<file path="config.mk">
export PLATFORM = sky130hd
export DESIGN_NAME = seg_digit_scanner
export DESIGN_NICKNAME = d
export VERILOG_FILES = /design/src/rtl/seg_digit_scanner_pkg.sv /design/src/rtl/seg_digit_scanner_edge_sync.sv /design/src/rtl/seg_digit_scanner.sv
export SDC_FILE = /design/constraint.sdc
export NUM_CORES = 1
export LEC_CHECK = 0
export ABC_AREA = 1
export BUFFER_PORTS_ARGS = -buffer_cell sky130_fd_sc_hd__clkbuf_2
export CAP_MARGIN = 20
export CELL_PAD_IN_SITES_DETAIL_PLACEMENT = 1
export CELL_PAD_IN_SITES_GLOBAL_PLACEMENT = 2
export CORE_MARGIN = 5
export CORE_UTILIZATION = 30
export DETAILED_ROUTE_END_ITERATION = 6
export PLACE_DENSITY = 0.84
export SLEW_MARGIN = 0
export SYNTH_ARGS = -nofsm -noshare
export SYNTH_HDL_FRONTEND = slang
export SYNTH_SLANG_ARGS = --single-unit
export TNS_END_PERCENT = 5
</file>
<file path="constraint.sdc">
create_clock -name clock -period 2.3 [get_ports clock]
set_input_delay 0.46 -clock clock [delete_from_list [all_inputs] [get_ports clock]]
set_output_delay 0.46 -clock clock [all_outputs]
set_load 0.01 [all_outputs]
</file>
<file path="src/rtl/seg_digit_scanner_pkg.sv">
// Shared definitions for the 4-digit 7-segment scanner: state encoding, display
// constants and the pure helper functions for nibble selection and blanking.
package seg_digit_scanner_pkg;

   localparam int N_DIGITS = 4;
   localparam logic [N_DIGITS-1:0] ANODE_OFF = 4'b1111;

   typedef enum logic [1:0] {
      ST_WAIT,
      ST_DEAD,
      ST_DRIVE
   } scan_state_t;

   function automatic logic [3:0] nibble_of(input logic [4*N_DIGITS-1:0] v,
                                            input logic [1:0]            idx);
      return v[{idx, 2'b00} +: 4];
   endfunction

   // Leading-zero blanking: digit idx (idx > 0) goes dark when it and every
   // more significant nibble are zero, so digit 0 always shows something.
   function automatic logic digit_blanked(input logic [4*N_DIGITS-1:0] v,
                                          input logic [N_DIGITS-1:0]   mask,
                                          input logic [1:0]            idx,
                                          input logic                  lzb);
      logic lead_zero;
      lead_zero = 1'b1;
      for (int j = 0; j < N_DIGITS; j++) begin
         if (j >= int'(idx) && v[j*4 +: 4] != 4'h0) lead_zero = 1'b0;
      end
      return mask[idx] | (lzb & (idx != 2'd0) & lead_zero);
   endfunction

   function automatic logic [N_DIGITS-1:0] anode_pattern(input logic [1:0] idx,
                                                          input logic       blanked);
      return blanked ? ANODE_OFF : ~(4'b0001 << idx);
   endfunction

endpackage

</file>
<file path="src/rtl/seg_digit_scanner_edge_sync.sv">
// Two-flop synchronizer with rising-edge pulse; a level held high across reset
// release must fall and rise again before it produces a pulse.
module edge_sync (
   input  logic clock,
   input  logic reset,
   input  logic d,
   output logic pulse
);

   logic s1, s2, s3;
   logic live, armed;

   // NOTE: sequential state uses non-blocking assignments so every flop samples
   // the pre-edge value of its neighbour, which is what makes the chain a shift.
   always_ff @(posedge clock) begin
      if (reset) begin
         s1    <= 1'b0;
         s2    <= 1'b0;
         s3    <= 1'b0;
         live  <= 1'b0;
         armed <= 1'b0;
      end else begin
         s1   <= d;
         s2   <= s1;
         s3   <= s2;
         live <= 1'b1;
         // s1 only carries a real sample once live is set; arm on a seen low.
         if (live && !s1) armed <= 1'b1;
      end
   end

   assign pulse = s2 & ~s3 & armed;

endmodule

</file>
<file path="src/rtl/seg_digit_scanner.sv">
// Time-multiplexes four hex nibbles onto a 4-digit 7-seg display with a per-frame
// snapshot, all-off dead time between digits and optional leading-zero blanking.
module seg_digit_scanner
   import seg_digit_scanner_pkg::*;
#(
   parameter int DEAD_CYCLES = 4,
   parameter int LZB         = 1
) (
   input  logic                  clock,
   input  logic                  reset,
   input  logic                  scan_clk,
   input  logic [4*N_DIGITS-1:0] value,
   input  logic [N_DIGITS-1:0]   blank_mask,
   output logic [N_DIGITS-1:0]   an,
   output logic [3:0]            digit,
   output logic [1:0]            digit_idx,
   output logic                  frame_start
);

   localparam int CNT_W = (DEAD_CYCLES > 0) ? $clog2(DEAD_CYCLES + 1) : 1;
   localparam logic [CNT_W-1:0] DEAD_INIT = CNT_W'((DEAD_CYCLES > 0) ? DEAD_CYCLES - 1 : 0);
   localparam logic LZB_ON = (LZB != 0);

   scan_state_t           state;
   logic [CNT_W-1:0]      dead_cnt;
   logic [4*N_DIGITS-1:0] snap_value;
   logic [N_DIGITS-1:0]   snap_mask;
   logic                  tick;

   logic [1:0]            next_idx;
   logic                  wrap;
   logic [4*N_DIGITS-1:0] next_value;
   logic [N_DIGITS-1:0]   next_mask;
   logic [3:0]            next_digit;
   logic [N_DIGITS-1:0]   next_an;
   logic [N_DIGITS-1:0]   cur_an;

   edge_sync u_scan_sync (
      .clock (clock),
      .reset (reset),
      .d     (scan_clk),
      .pulse (tick)
   );

   // On a wrap the new digit must come from the live inputs, since the
   // snapshot registers are only loaded on that same edge.
   // NOTE: every always_comb output gets a default first so no path leaves it
   // unassigned and infers a latch.
   always_comb begin
      next_idx = 2'd0;
      if (state == ST_DRIVE) next_idx = digit_idx + 2'd1;
      wrap       = (next_idx == 2'd0);
      next_value = wrap ? value      : snap_value;
      next_mask  = wrap ? blank_mask : snap_mask;
      next_digit = nibble_of(next_value, next_idx);
      next_an    = anode_pattern(next_idx, digit_blanked(next_value, next_mask, next_idx, LZB_ON));
      cur_an     = anode_pattern(digit_idx, digit_blanked(snap_value, snap_mask, digit_idx, LZB_ON));
   end

   // NOTE: the snapshot is a handful of flops, not a memory, so it is cleared
   // with the rest of the state to keep outputs deterministic after reset.
   always_ff @(posedge clock) begin
      if (reset) begin
         state       <= ST_WAIT;
         dead_cnt    <= DEAD_INIT;
         snap_value  <= '0;
         snap_mask   <= '0;
         an          <= ANODE_OFF;
         digit       <= 4'h0;
         digit_idx   <= 2'd0;
         frame_start <= 1'b0;
      end else begin
         frame_start <= 1'b0;
         case (state)
            ST_WAIT, ST_DRIVE: begin
               if (tick) begin
                  digit_idx <= next_idx;
                  digit     <= next_digit;
                  if (wrap) begin
                     snap_value  <= value;
                     snap_mask   <= blank_mask;
                     frame_start <= 1'b1;
                  end
                  if (DEAD_CYCLES == 0) begin
                     an    <= next_an;
                     state <= ST_DRIVE;
                  end else begin
                     an       <= ANODE_OFF;
                     dead_cnt <= DEAD_INIT;
                     state    <= ST_DEAD;
                  end
               end
            end
            ST_DEAD: begin
               // Ticks landing here are dropped on purpose.
               if (dead_cnt == '0) begin
                  an    <= cur_an;
                  state <= ST_DRIVE;
               end else begin
                  dead_cnt <= dead_cnt - 1'b1;
               end
            end
            default: begin
               an    <= ANODE_OFF;
               state <= ST_WAIT;
            end
         endcase
      end
   end

endmodule

</file>
Yosys cells after proc, flatten, opt, wreduce, memory -nomap -nowiden:

Index checks and enable logic that the tools add are counted.

* register bits after elaboration: 41
* input bits: 23
* output and inout port bits: 11
* logic and storage cells: 74

* $add $sub $neg: 2
* magnitude comparators: 4
* equal/unequal tests: 5
* shifts and indexed selects: 2
* multiplexer cells: 20
* bitwise logic cells: 8
* reductions and logical operators: 20

Operator list (number)
* 16-bit two-way mux: 1
* 4-bit nonzero test: 4
* 16-bit by 5-bit indexed part select with 4-bit output: 1
* 4-bit two-way mux: 3
* 4-bit one-hot mux with 2 select lines: 1
* 1-bit two-way mux: 7
* 2-bit two-way mux: 3
* 3-bit two-way mux: 2
* 2-bit inequality test, second input constant: 3
* 3-bit one-hot mux with 2 select lines: 1
* 3-bit AND reduction: 2
* 1-bit by 2-bit >= comparator with 1-bit output, first input constant: 2
* 1-bit logical AND: 4
* 2-bit logical NOT: 2
* 4-bit inverter: 1
* 2-bit one-hot mux with 2 select lines: 1
* 2-bit AND reduction: 2
* 2-bit nonzero test: 2
* 1-bit by 2-bit << shifter with 4-bit output, first input constant: 1
* 1-bit bitwise AND: 3
* 3-bit logical NOT: 1
* 2-bit by 3-bit < comparator with 1-bit output, second input constant: 1
* 1-bit inverter: 3
* 3-bit OR reduction: 1
* 9 further kinds: 9

Logic depth before layout (Yosys ltp):

Gate-level depths: netlist (run 1).

* word-level depth: 11
* mapped depth: 9
* depth with buffers taken out: 9

Hierarchy:

A second synthesis (run 1) with hierarchy kept.

* cells, all modules: 241
* area total of the unflattened synthesis: 1765.4 um^2

By module, submodules not included
* seg_digit_scanner: instances 1, cells an instance 225, area an instance 1612.8 um^2, seq. area each 640.6 um^2
* edge_sync: instances 1, cells an instance 16, area an instance 152.6 um^2, seq. area each 100.1 um^2

Least setup slack after synthesis (run 1):

No wires, ideal clock.

* path type: register to register
* start point: register digit_idx[0]
* end point: register snap_value[10]
* setup time: 0.128 ns
* arrival: 1.592 ns
* required time: 2.172 ns
* setup slack: 0.581 ns
* stages on the path, launching flop included: 8
* path buffers: 1
* period minus slack after synthesis: 1.719 ns
* path through: dfxtp_1 inv_2 ha_1 o21ai_4 nand2_8 buf_8 o21ai_2 nor2_1

* word-level cells in the longest chain between the ends: 4

Ends and longest elaborated chain
* start, declared: line seg_digit_scanner.sv:16 `output logic [1:0] digit_idx,`
* start signal, assigned: line seg_digit_scanner.sv:77 `digit_idx <= next_idx;`
* 2-bit by 1-bit adder with 2-bit output: line seg_digit_scanner.sv:51 `if (state == ST_DRIVE) next_idx = digit_idx + 2'd1;`
* 2-bit two-way mux: line seg_digit_scanner.sv:51
* 2-bit logical NOT: line seg_digit_scanner.sv:52 `wrap = (next_idx == 2'd0);`
* 16-bit two-way mux
* end signal, assigned: line seg_digit_scanner.sv:80 `snap_value <= value;`
* end, declared: line seg_digit_scanner.sv:26 `logic [4*N_DIGITS-1:0] snap_value;`

No other way between the ends.
A chain may end at the register's enable or synchronous reset.

Worst setup path in the final report (run 1):

* start point: register digit_idx[0]
* end point: register snap_value[7]

Same word-level chain as after synthesis.

==> results of run 1 <==
layer usage:
layer	track usage (%)	share of wire [%]	vias up
li1	-	-	837
met1	14.7	47	694
met2	20.8	48	26
met3	2.54	3.1	8
met4	5.44	1.7	0
met5	0	0	-
critical path: stages (launching register included):
cell	delay [ps]
sky130_fd_sc_hd__dfxtp_1	460
sky130_fd_sc_hd__inv_2	160
sky130_fd_sc_hd__ha_1	390
sky130_fd_sc_hd__o21ai_4	240
sky130_fd_sc_hd__nand2_8	180
sky130_fd_sc_hd__inv_2	150
sky130_fd_sc_hd__nor2_1	70
sky130_fd_sc_hd__nor3_2	100
flip-flops by register name, summed over array words and instances (netlist names), 2 cells and up:
signal / count
an: 4
digit: 4
digit_idx: 2
dead_cnt: 3
snap_value: 12
state: 2
snap_mask: 4
report_power, final:
| group | total, mW | internal [mW] | switching (mW) |
|---|---|---|---|
| Clock | 0.439 | 0.215 | 0.223 |
| Combinational | 0.0894 | 0.0359 | 0.0535 |
| Sequential | 0.663 | 0.655 | 0.00850 |
| Total | 1.19 | 0.906 | 0.285 |
synthesized netlist by cell type:
cell type	count	area share [%]
sky130_fd_sc_hd__o22ai_1	2	0.69
sky130_fd_sc_hd__nor2_2	3	1.0
sky130_fd_sc_hd__buf_2	3	0.83
sky130_fd_sc_hd__o211ai_1	1	0.41
sky130_fd_sc_hd__o21ai_2	8	3.9
sky130_fd_sc_hd__clkbuf_1	1	0.21
sky130_fd_sc_hd__buf_8	1	0.83
sky130_fd_sc_hd__nand3_2	1	0.55
sky130_fd_sc_hd__inv_1	33	6.8
sky130_fd_sc_hd__nand4_1	3	1.0
sky130_fd_sc_hd__nand2_8	1	1.1
sky130_fd_sc_hd__nand2_1	61	13
sky130_fd_sc_hd__nand3_1	16	4.4
sky130_fd_sc_hd__nor2_1	39	8.1
sky130_fd_sc_hd__ha_1	6	4.1
sky130_fd_sc_hd__dfxtp_1	37	41
sky130_fd_sc_hd__buf_6	1	0.62
sky130_fd_sc_hd__o21ai_4	1	0.90
sky130_fd_sc_hd__nand2_2	2	0.69
sky130_fd_sc_hd__nor2_8	1	1.1
sky130_fd_sc_hd__nor2_4	2	1.2
sky130_fd_sc_hd__nor3_2	3	1.7
sky130_fd_sc_hd__xnor2_1	1	0.48
sky130_fd_sc_hd__inv_2	4	0.83
sky130_fd_sc_hd__a21oi_2	1	0.48
sky130_fd_sc_hd__a21oi_1	8	2.2
sky130_fd_sc_hd__o21ai_0	7	1.9
sky130_fd_sc_hd__nand3b_1	1	0.41
cell families (layout without fill, tap and decap cells):
| group | Yosys count | count (layout) | share of synthesized area [%] |
|---|---|---|---|
| AO/OA/AOI/OAI | 28 | 28 | 10.5 |
| XOR/XNOR | 1 | 1 | 0.483 |
| adder cells (fa/ha/maj) | 6 | 6 | 4.14 |
| buffers and inverters | 43 | 80 | 10.1 |
| flip-flops | 37 | 37 | 40.8 |
| AND/OR/NAND/NOR | 133 | 133 | 33.9 |
path summary, 6_finish.rpt:
| kind | from | end | depth (start not counted) |
|---|---|---|---|
| setup / recovery | digit_idx[0]$_SDFFE_PP0P_ | snap_value[7]$_SDFFE_PP0P_ | 7 |
| hold / removal | value[4] | snap_value[4]$_SDFFE_PP0P_ | 3 |
| setup reg to reg | digit_idx[0]$_SDFFE_PP0P_ | snap_value[7]$_SDFFE_PP0P_ | 7 |
| hold reg to reg | u_scan_sync.s1$_SDFF_PP0_ | u_scan_sync.s2$_SDFF_PP0_ | 2 |
area by class of cell:
type	count	area, um2	share of cell area (%)
Clock buffer	8	80.1	3.77
Timing Repair Buffer	35	180	8.49
Sequential cell	37	741	34.9
Tap cell	75	93.8	4.42
Multi-Input combinational cell	168	890	41.9
Inverter	37	139	6.54
through the flow:
step                area (um2)  hold WS (ps)  total power [mW]  std cells  utilization [%]
global route              2120           365              1.25        360             36.1
floorplan                 1810           410             0.732        248                -
CTS                       2120           354              1.21        360             36.1
detailed placement        2040           438             0.770        352             34.7
finish                    2120           355              1.19        360             36.1
global placement          2040           423             0.768        352             34.7
==> key figures, run 1 <==
Global routing
  • Number of global-route vias before repair: roughly 1,600
  • Antenna violations before repair: 0
  • GRT Util Overall: 12.2%
  • Congestion Overflow GR: 0
  • Pin count of the biggest net entering global routing: 25
  • Wire length of the first global-routing pass: approximately 7200 um

CTS
  • Register clock-pin slew on the reported worst setup and hold paths: 80 ps
  • Buffer count from post-CTS setup fixing: 0
  • Clock tree from TritonCTS: done
  • Number of buffers created by CTS: 5
  • Number of H-tree levels: 2
  • Post_cts resized: 0
  • Clk_lat worst skew: just under 300 ps
  • Clock sinks: 37
  • Maximum root-to-sink buffer count: 2
  • Number of hold-repair buffers added at the cts stage: 0
  • Root buffer selected by CTS: sky130_fd_sc_hd__clkbuf_8

Placed design
  • Detailed placement HPWL: ~3400 um
  • Count of buffers inserted at the top-level ports: 33
  • Placer congestion estimate: between 0.7 and 0.8
  • Worst slack at placement: approximately 470 ps

Cells and area
  • Most used cells in the layout excluding fill and tap cells: sky130_fd_sc_hd__nand2_1 (61), sky130_fd_sc_hd__nor2_1 (39), sky130_fd_sc_hd__dfxtp_1 (37), sky130_fd_sc_hd__inv_1 (33), sky130_fd_sc_hd__clkbuf_2 (33)
  • Net count reported at finish: approximately 310
  • Filler cell count in the final layout: about 800
  • Commonest non-fill, non-tap cell in the layout: sky130_fd_sc_hd__nand2_1
  • Number of diodes: 0
  • Share of final-layout standard cells stronger than drive strength 1: a little under a quarter
  • Area growth from synthesis to layout: 17.0%

Floorplanning
  • Die boundary width: around 88 um
  • Height of the die: just under 90 um
  • Initial core utilization: roughly 31%
  • Standard-cell rows: 28
  • Die Footprint: 0.00770 mm2
  • Placeable core region: between 0.005 and 0.006 mm2
  • Top-level port count: 34

Yosys
  • Register area share after synthesis: approximately two fifths
  • Post-Syn Area per Cell: 7.32 um2
  • Netlist area before placement: approximately 0.0018 mm2
  • Total of warnings raised by yosys: 0
  • Number of different library cells in the post-synthesis netlist: 28
  • Gate count after technology mapping: roughly 250
  • Net Count, Synth: 277
  • Number of storage elements in the synthesis netlist: 37

Route
  • Initial detailed-routing violation count: 41
  • Wire length per cell after detailed routing: between 10 and 15 um
  • Remaining DRCs: 0
  • Vias: 1,565
  • Antenna-violating nets left: 0
  • Routed vias/inst: about 4.3
  • Count of TritonRoute iterations in the first routing pass: 4
  • DRT Wirelength: 4220 um

Timing
  • Final Setup Violations: 0
  • Final worst-path cycle share: approximately 80%
  • Clock skew: between 8 and 9 ps
  • Crit path time final: 1840 ps
  • Slew at the pin with the worst max-slew slack: 348 ps
  • Final hold violation count: 0
  • Highest attainable clock frequency: 545 MHz
  • Post-Route Setup TNS: 0 ps
  • Number of slew-limit violations in the final report: 0
  • Setup repair after global routing missed its margin: no
  • Worst slew margin: 76.8%
  • Final worst setup slack: approximately 460 ps

Setup path
  • Critical path endpoint category: flip-flop
  • Flop-to-flop setup slack: 460 ps
  • CP Launch Type: flip-flop
  • Highest net fanout along the worst path: 24
  • Worst Setup Path Type: reg -> reg
  • Arrival time worst endpoint: ~2100 ps
  • Required arrival time at the worst endpoint: roughly 2500 ps

Pwr
  • Static Leak: approximately 1.1 nW
  • Maximum vdd ir drop: between 0.2 and 0.25 mV
  • P per Cell Area: ~560 mW/mm2

Flow run
  • Number of max-cap violations: 0

Run status
  • Run status: complete, no violations

Min path
  • Type of the most critical hold path: in -> reg
No activity file was read; power rests on OpenSTA's default activity.
==> inputs of run 2 (changes only) <==
Clock period 2.3 ns to 1.9 ns, I/O delays scaled along.
==> key figures, run 2 (synthesized netlist as in run 1, its figures left out) <==
Run status
  • Run status: complete, no violations

Floorplanning
  • Die boundary width: 87.8 um (unchanged)
  • Placeable core region: 0.00589 mm2 (unchanged)
  • Height of the die: 87.8 um (unchanged)
  • Standard-cell rows: 28 (unchanged)
  • Initial core utilization: 30.8% (unchanged)
  • Top-level port count: 34 (unchanged)
  • Die Footprint: 0.00770 mm2 (unchanged)

Timing
  • Post-Route Setup TNS: 0 ps (unchanged)
  • Crit path time final: 1690 ps (-143 ps)
  • Slew at the pin with the worst max-slew slack: 349 ps (+0.902 ps)
  • Highest attainable clock frequency: 591 MHz (+8.4%)
  • Final worst-path cycle share: 89.1% (+9.3 points)
  • Number of slew-limit violations in the final report: 0 (unchanged)
  • Worst slew margin: 76.7% (about the same)
  • Final hold violation count: 0 (unchanged)
  • Clock skew: 5.00 ps (-3.10 ps)
  • Smallest hold slack: 276 ps (-79.3 ps)
  • Final Setup Violations: 0 (unchanged)
  • Setup repair after global routing missed its margin: no

Cells and area
  • Non-filler instance count after layout: 361 (+0.28%)
  • Filler cell count in the final layout: 775 (-0.39%)
  • Area growth from synthesis to layout: 18.6%
  • Share of final-layout standard cells stronger than drive strength 1: 24.8% (+1.3 points)
  • Final standard cell utilization of the core: 36.6% (+0.49 points)
  • Net count reported at finish: 314 (+0.32%)
  • Most flops, register: snap_value
  • Most used cells in the layout excluding fill and tap cells: sky130_fd_sc_hd__nand2_1 (61), sky130_fd_sc_hd__nor2_1 (39), sky130_fd_sc_hd__dfxtp_1 (37), sky130_fd_sc_hd__inv_1 (33), sky130_fd_sc_hd__clkbuf_2 (33)
  • Number of diodes: 0 (unchanged)
  • Max FFs per register: 12 (unchanged)
  • Commonest non-fill, non-tap cell in the layout: sky130_fd_sc_hd__nand2_1

CTS
  • Clock sinks: 37 (unchanged)
  • Clk_lat worst skew: 290 ps (about the same)
  • Number of buffers created by CTS: 5 (unchanged)
  • Number of hold-repair buffers added at the cts stage: 0 (unchanged)
  • Root buffer selected by CTS: sky130_fd_sc_hd__clkbuf_8
  • Register clock-pin slew on the reported worst setup and hold paths: 80 ps (about the same)
  • Clock tree from TritonCTS: done
  • Buffer count from post-CTS setup fixing: 0 (unchanged)
  • Post_cts resized: 0 (unchanged)
  • Number of H-tree levels: 2 (unchanged)
  • Maximum root-to-sink buffer count: 2 (unchanged)

Global routing
  • Antenna violations before repair: 0 (unchanged)
  • Number of global-route vias before repair: 1,650 (+1.1%)
  • Pin count of the biggest net entering global routing: 25 (unchanged)
  • GRT Util Overall: 12.8% (+0.58 points)
  • Congestion Overflow GR: 0 (unchanged)
  • Wire length of the first global-routing pass: 7630 um (+5.4%)

Setup path
  • Critical path endpoint category: flip-flop
  • CP Launch Type: flip-flop
  • Crit Reg-Reg Startpoint: digit_idx[1]$_SDFFE_PP0P_
  • Worst Setup Path Type: reg -> reg
  • Start point of the critical path: digit_idx[1]$_SDFFE_PP0P_
  • Highest net fanout along the worst path: 24 (unchanged)
  • Arrival time worst endpoint: 1910 ps (-140 ps)
  • Required arrival time at the worst endpoint: 2120 ps (-400 ps)

Placed design
  • Count of buffers inserted at the top-level ports: 33 (unchanged)
  • Placer congestion estimate: 0.710 (-4.1%)
  • Detailed placement HPWL: 3480 um (+2.6%)
  • Cell Count Post-Placement: 353 (+0.28%)

Pwr
  • P per Cell Area: 706 mW/mm2 (+26%)
  • Maximum vdd ir drop: 0.227 mV (+2.3%)
  • Static Leak: 1.09 nW (+1.8%)

Route
  • Routed vias/inst: 4.29 (-1.4%)
  • Antenna-violating nets left: 0 (unchanged)
  • Vias: 1,547 (-1.2%)
  • Count of TritonRoute iterations in the first routing pass: 4 (unchanged)
  • Amount of wire on met2 after detailed routing: 2080 um (+3.0%)
  • DRT Wirelength: 4390 um (+4.0%)
  • Remaining DRCs: 0 (unchanged)
  • Highest layer used for signal routing: met4
  • Met3 WL post-DR: 119 um (-7.8%)
  • Detailed-route wire length on metal 1: 2150 um (+7.6%)
  • Wire length per cell after detailed routing: 12.2 um (+3.7%)
  • Initial detailed-routing violation count: 36 (-12%)

Min path
  • Type of the most critical hold path: in -> reg
  • Worst hold path startpoint: scan_clk

Flow run
  • Number of max-cap violations: 0 (unchanged)
[run 2: final timing paths]
path / endpoint / slack, ps / depth (start not counted)
hold / removal: u_scan_sync.s1$_SDFF_PP0_ / 280 / 3
setup / recovery: snap_value[7]$_SDFFE_PP0P_ / 210 / 7
hold reg to reg: u_scan_sync.s2$_SDFF_PP0_ / 430 / 2
setup reg to reg: snap_value[7]$_SDFFE_PP0P_ / 210 / 7
[run 2: through the flow]
| step | instance area [um2] | worst slack [ps] | power, mW |
|---|---|---|---|
| finish | 2150 | 207 | 1.52 |
| global route | 2150 | 55.4 | 1.60 |
| CTS | 2150 | 198 | 1.55 |
| detailed placement | 2050 | 221 | 0.933 |
| global placement | 2050 | 277 | 0.930 |
| floorplan | 1810 | 181 | 0.886 |
[run 2: report_power, final]
group / leakage [nW] / internal, mW / switching (mW)
sequential: 0.300 / 0.792 / 0.0105
clock: 0.0542 / 0.328 / 0.279
combinational: 0.732 / 0.0435 / 0.0656
total: 1.09 / 1.16 / 0.355
[run 2: area by class of cell]
cell class | instances | area (um2) | share of cell area (%)
sequential | 37 | 741 | 34.4
clock buffer | 7 | 96.3 | 4.48
clock inverter | 1 | 5.00 | 0.233
tap | 75 | 93.8 | 4.36
multi-input combinational | 168 | 890 | 41.3
timing repair buffer | 36 | 188 | 8.72
inverter | 37 | 139 | 6.45
[run 2: worst max-delay path, cell delays in order (launching register included)]
cell                      delay, ps
sky130_fd_sc_hd__dfxtp_1        400
sky130_fd_sc_hd__inv_1          120
sky130_fd_sc_hd__ha_1           350
sky130_fd_sc_hd__o21ai_4        250
sky130_fd_sc_hd__nand2_8        180
sky130_fd_sc_hd__inv_2          160
sky130_fd_sc_hd__nor2_1          60
sky130_fd_sc_hd__nor3_2          90
[run 2: per-layer routing]
metal	vias to the layer above	track usage [%]
li1	839	-
met1	684	16.9
met2	22	20.5
met3	2	2.26
met4	0	5.44
met5	-	0
